File: src/rtl/expo_arbiter.sv
// expo_arbiter: two-requester round-robin front end for one shared
// exponentiation engine. A granted request has its operands latched and is
// sequenced through engine clear, start strobe and wait-for-completion. The
// result is then returned on that requester's z register with a done pulse,
// or the operation is aborted with an err pulse after TIMEOUT wait cycles.
//
// Ports:
//   clk, reset          clock; asynchronous active-low reset
//   req0/req1           level-held operation requests
//   x0,y0 / x1,y1       per-requester operands
//   z0/z1               per-requester result registers
//   done0/done1         one-cycle result-valid pulses
//   err0/err1           one-cycle timeout-abort pulses
//   busy                high whenever the FSM is not IDLE
//   eng_x, eng_y        latched operands to the engine
//   eng_rst, eng_start  engine clear / start strobes
//   eng_z, eng_done     engine result and completion level
module expo_arbiter #(
    parameter int unsigned W       = 192,
    parameter logic [15:0] TIMEOUT = 16'd50000
) (
    input  logic         clk,
    input  logic         reset,
    input  logic         req0,
    input  logic         req1,
    input  logic [W-1:0] x0,
    input  logic [W-1:0] y0,
    input  logic [W-1:0] x1,
    input  logic [W-1:0] y1,
    output logic [W-1:0] z0,
    output logic [W-1:0] z1,
    output logic         done0,
    output logic         done1,
    output logic         err0,
    output logic         err1,
    output logic         busy,
    output logic [W-1:0] eng_x,
    output logic [W-1:0] eng_y,
    output logic         eng_rst,
    output logic         eng_start,
    input  logic [W-1:0] eng_z,
    input  logic         eng_done
);
    typedef enum logic [2:0] {IDLE, CLEAR, LAUNCH, WAIT, RESP} state_t;

    state_t       state_q;
    logic         last_grant_q;
    logic         grant_q;
    logic         done_q;
    logic [15:0]  cnt_q;
    logic [15:0]  cnt_d;
    logic         grant_d;
    logic         complete_d;
    logic [W-1:0] z0_q, z1_q, eng_x_q, eng_y_q;
    logic         done0_q, done1_q, err0_q, err1_q;
    logic         busy_q, eng_rst_q, eng_start_q;

    always_comb begin
        // A lone request wins; on a tie the requester other than last_grant wins.
        grant_d    = (req0 && req1) ? ~last_grant_q : req1;
        // Only a fresh rising edge of eng_done counts, so a level left high
        // from an earlier operation cannot complete this one.
        complete_d = eng_done & ~done_q;
        cnt_d      = cnt_q + 16'd1;
    end

    always_ff @(posedge clk or negedge reset) begin
        if (!reset) begin
            state_q      <= IDLE;
            last_grant_q <= 1'b1;
            grant_q      <= 1'b0;
            done_q       <= 1'b0;
            cnt_q        <= '0;
            z0_q         <= '0;
            z1_q         <= '0;
            eng_x_q      <= '0;
            eng_y_q      <= '0;
            done0_q      <= 1'b0;
            done1_q      <= 1'b0;
            err0_q       <= 1'b0;
            err1_q       <= 1'b0;
            busy_q       <= 1'b0;
            eng_rst_q    <= 1'b0;
            eng_start_q  <= 1'b0;
        end else begin
            done_q      <= eng_done;
            eng_rst_q   <= 1'b0;
            eng_start_q <= 1'b0;
            done0_q     <= 1'b0;
            done1_q     <= 1'b0;
            err0_q      <= 1'b0;
            err1_q      <= 1'b0;
            unique case (state_q)
                IDLE: begin
                    if (req0 || req1) begin
                        grant_q      <= grant_d;
                        last_grant_q <= grant_d;
                        eng_x_q      <= grant_d ? x1 : x0;
                        eng_y_q      <= grant_d ? y1 : y0;
                        eng_rst_q    <= 1'b1;
                        busy_q       <= 1'b1;
                        state_q      <= CLEAR;
                    end
                end
                CLEAR: begin
                    eng_start_q <= 1'b1;
                    state_q     <= LAUNCH;
                end
                LAUNCH: begin
                    cnt_q   <= '0;
                    state_q <= WAIT;
                end
                WAIT: begin
                    cnt_q <= cnt_d;
                    // Completion is checked first so it wins a same-cycle timeout.
                    if (complete_d) begin
                        if (grant_q) begin
                            z1_q    <= eng_z;
                            done1_q <= 1'b1;
                        end else begin
                            z0_q    <= eng_z;
                            done0_q <= 1'b1;
                        end
                        state_q <= RESP;
                    end else if (cnt_d == TIMEOUT) begin
                        err0_q  <= ~grant_q;
                        err1_q  <= grant_q;
                        busy_q  <= 1'b0;
                        state_q <= IDLE;
                    end
                end
                RESP: begin
                    busy_q  <= 1'b0;
                    state_q <= IDLE;
                end
                default: begin
                    busy_q  <= 1'b0;
                    state_q <= IDLE;
                end
            endcase
        end
    end

    assign z0        = z0_q;
    assign z1        = z1_q;
    assign done0     = done0_q;
    assign done1     = done1_q;
    assign err0      = err0_q;
    assign err1      = err1_q;
    assign busy      = busy_q;
    assign eng_x     = eng_x_q;
    assign eng_y     = eng_y_q;
    assign eng_rst   = eng_rst_q;
    assign eng_start = eng_start_q;
endmodule
File: config.mk
export PLATFORM = sky130hd
export DESIGN_NAME = expo_arbiter
export DESIGN_NICKNAME = d
export VERILOG_FILES = /design/src/rtl/expo_arbiter.sv
export SDC_FILE = /design/constraint.sdc
export NUM_CORES = 2
export LEC_CHECK = 0
export CAP_MARGIN = 20
export CORE_AREA = 3 3 680 682
export DETAILED_ROUTE_END_ITERATION = 12
export DIE_AREA = 0 0 683 685
export GPL_TIMING_DRIVEN = 0
export PLACE_DENSITY_LB_ADDON = 0.08
export SLEW_MARGIN = 20
export SYNTH_ARGS = -nofsm -noshare
export SYNTH_HDL_FRONTEND = slang
export SYNTH_SLANG_ARGS = --single-unit
File: constraint.sdc
create_clock -name clk -period 2.91 [get_ports clk]
set_clock_uncertainty 0.1 [all_clocks]
set_input_delay 0.4365 -clock clk [delete_from_list [all_inputs] [get_ports clk]]
set_output_delay 0.4365 -clock clk [all_outputs]
set_load 0.01 [all_outputs]
==> results.py <==
metrics = {
    "power": {
        "ir_worst_vdd_mv": 0.4060,
        "power.leakage_nw": 27.03,
        "power_density_nw_per_um2": 994.6,
    },
    "sta": {
        "period_needed_ps": 2743,
        "finalSetupViolations": 0,
        "fin_crit_sh_pct": 94.27,
        "fmax_mhz": 364.5,
        "max_slew_margin_pct": 41.67,
        "tightest_slew_ps": 875.0,
        "drv_slew": 0,
        "hold_viol": 0,
        "rsz0062_at_grt": "false",
    },
    "route": {
        "wl_per_cell_um": 26.70,
        "wirelength_mm": 323.7,
        "drtIter0Drc": 1606,
        "drt-vias-per-instance": 2.977,
        "drt-pass1-iter-count": 7,
        "drtAntennaViolNets": 0,
        "num_vias": 36100,
        "drc_errors": 0,
    },
    "yosys": {
        "synth_warnings": 0,
        "async_reset_ff_share_pct": 100.0,
        "yosysTopAreaCell": "dfrtp_1",
        "ys_ff_latch": 797,
        "synth_cells": 3489,
        "avgSynthCellArea_um2": 9.438,
        "synth.area.top_cells": "dfrtp_1, nand2_1, a31oi_1",
        "ys_types": 48,
        "seq_area_frac_synth_pct": 60.57,
        "synth_ff_type": "dfrtp_1",
        "synth_area_um2": 32930,
        "synth_edf_count": 0,
        "synth_top_area_share_pct": 60.49,
        "synth.net_count": 4456,
    },
    "job": {
        "drv_cap": 0,
    },
    "global_route": {
        "grt_pass1_vias": 39250,
        "grt_max_degree": 105,
        "antenna_found_initial": 157,
        "grt_pass1_wl_mm": 415.4,
        "grt_overflow": 0,
        "grtUsageTotal_pct": 13.38,
    },
    "floorplan": {
        "initial_core_util_pct": 7.214,
        "dieArea_um2": 467900,
        "die_w_um": 683,
        "core_area_um2": 456400,
        "die_h_um": 685,
        "io_pins": 1740,
        "rows": 248,
    },
    "place": {
        "hpwl_mm": 270.0,
        "placed_cell_area_um2": 58400,
        "place.gp.congestion": 0.8007,
        "port_buffers": 1739,
    },
    "clocking": {
        "clock_path_buffers": 4,
        "cts.htree.levels": 4,
        "cts_root_buf": "clkbuf_16",
        "cts_buffers": 139,
        "clock_sinks": 797,
        "cts_tree": "built",
        "clk_latency_ps": 820,
        "path_clk_slew_ps": 50,
    },
    "status": {
        "status": "finished, final reports clean",
    },
    "setup_path": {
        "r2r_slack_ps": 170,
        "arrival_ps": 3400,
        "crit_required_ps": 3570,
        "r2r_end": "err0",
        "ff2ff_path_depth": 7,
        "rr_startpoint": "cnt_q[1]",
        "crit_fanout": 7,
        "critPathKind": "flip-flop to flip-flop",
        "end_kind": "flip-flop",
        "start_kind": "flip-flop",
    },
    "layout": {
        "final_cell_mix": "clkdlybuf4s50_1, nand2_1, dfrtp_1",
        "layout.nets": 6846,
        "final_area_um2": 68050,
        "nFillCells": 51860,
        "multi_input_area_um2": 11930,
        "drive_gt1_share_pct": 9.671,
        "register_area_um2": 19950,
        "utilization_pct": 14.91,
        "area_growth_syn_to_layout_pct": 106.6,
        "final_common_cell": "clkdlybuf4s50_1",
    },
    "min_path": {
        "hp-class": "input port to async pin",
    },
}
[final cells by class]
class | instances | area share [%]
multi-input cells | 2442 | 17.53
well taps | 6125 | 11.26
clock inverters | 22 | 0.4064
plain buffers | 244 | 1.914
clock buffers | 206 | 5.974
inverters | 5 | 0.03494
diodes | 33 | 0.1214
repair buffers | 2250 | 33.44
flip-flops and latches | 797 | 29.31
[worst max-delay path by stage]
stage | start | endpoint | slack, ps | depth (start not counted)
final | cnt_q[1] | err0 | 170 | 7
after global routing | last_grant_q | eng_y[58] | 1 | 8
after CTS | state_q[1] | eng_y[154] | -70 | 7
after detailed placement | req1 | eng_x[23] | -1880 | 8
after global placement | reset | eng_x[29] | -46990 | 1
after floorplan | cnt_q[0] | state_q[0] | 600 | 7
[worst max-delay path, stage by stage, from the launching register on]
cell      delay, ps
dfrtp_1         490
ha_2            310
nand4_1         190
or4_1           590
xnor2_1         170
nand3b_1        220
nor4_2          390
and3b_1         210
[routing by layer]
layer / part of all wire, % / GRT usage, % / wire (um)
met5: 0.12 / 0 / 391
met3: 7.5 / 4.082 / 24320
met2: 53 / 25.55 / 172300
met4: 2.5 / 2.869 / 8015
met1: 37 / 14.21 / 118800
[Yosys cell counts (2+ instances only)]
cell type  instances
inv_1              4
or3_1              2
buf_4              2
mux2i_1            3
nand2b_1           4
ha_1               2
dfrtp_1          796
or4_1              3
a31oi_1          385
o41ai_1            3
nand2_1         1364
a21oi_1            5
nand4_1            5
mux2_2           193
clkbuf_1         130
a21o_1             7
o31ai_1            4
o21ai_0           11
nor3_1            11
and4_1             2
nor4_1             3
nand3_1            5
nor2_1           403
nor3b_1            2
a22o_1             8
buf_2            110
[logic make-up after synthesis]
family,after synthesis,synth area share [%]
mux,196,6.691
xor+xnor,2,0.05321
fa+ha+maj,2,0.07598
compound gates,428,8.226
simple gates,1814,21.07
flops,797,60.57
buf+inv,250,3.317
[repair_timing]
item / in CTS / in global routing
hold buffers: 494 / 0
endpoints found under the setup margin: 770 / 435
endpoints found under the hold margin: 525 / 0
buffers inserted: 3 / 0
pin swaps: 1 / 0
resized for setup: 86 / 24
[metrics by stage]
stage               total power, mW  hold slack [ps]  setup WS (ps)  TNS (ps)  instances
floorplan                     28.93            40.91          603.4         0       3489
global placement              51.97            363.0         -46990         -      11350
detailed placement            51.79            356.6          -1878   -752470      11370
CTS                           70.43           0.1013         -74.25     -4953      12090
global route                  72.25            50.75          1.284         0      12110
finish                        67.68            120.6          166.6         0      12120
[sequential cells by signal, summed over array words and instances, names as in the netlist, 3 cells and up]
name     count
eng_x      192
eng_y      192
z0         192
z1         192
cnt_q       16
state_q      3
[report_power, final]
| part | internal (mW) | switching [mW] | leakage [nW] |
|---|---|---|---|
| logic | 14.4 | 16.2 | 15.5 |
| clock network | 9.97 | 6.77 | 2.11 |
| registers | 16.5 | 3.96 | 9.42 |
| total | 40.8 | 26.9 | 27.0 |
(Power assumes the default switching activity.)
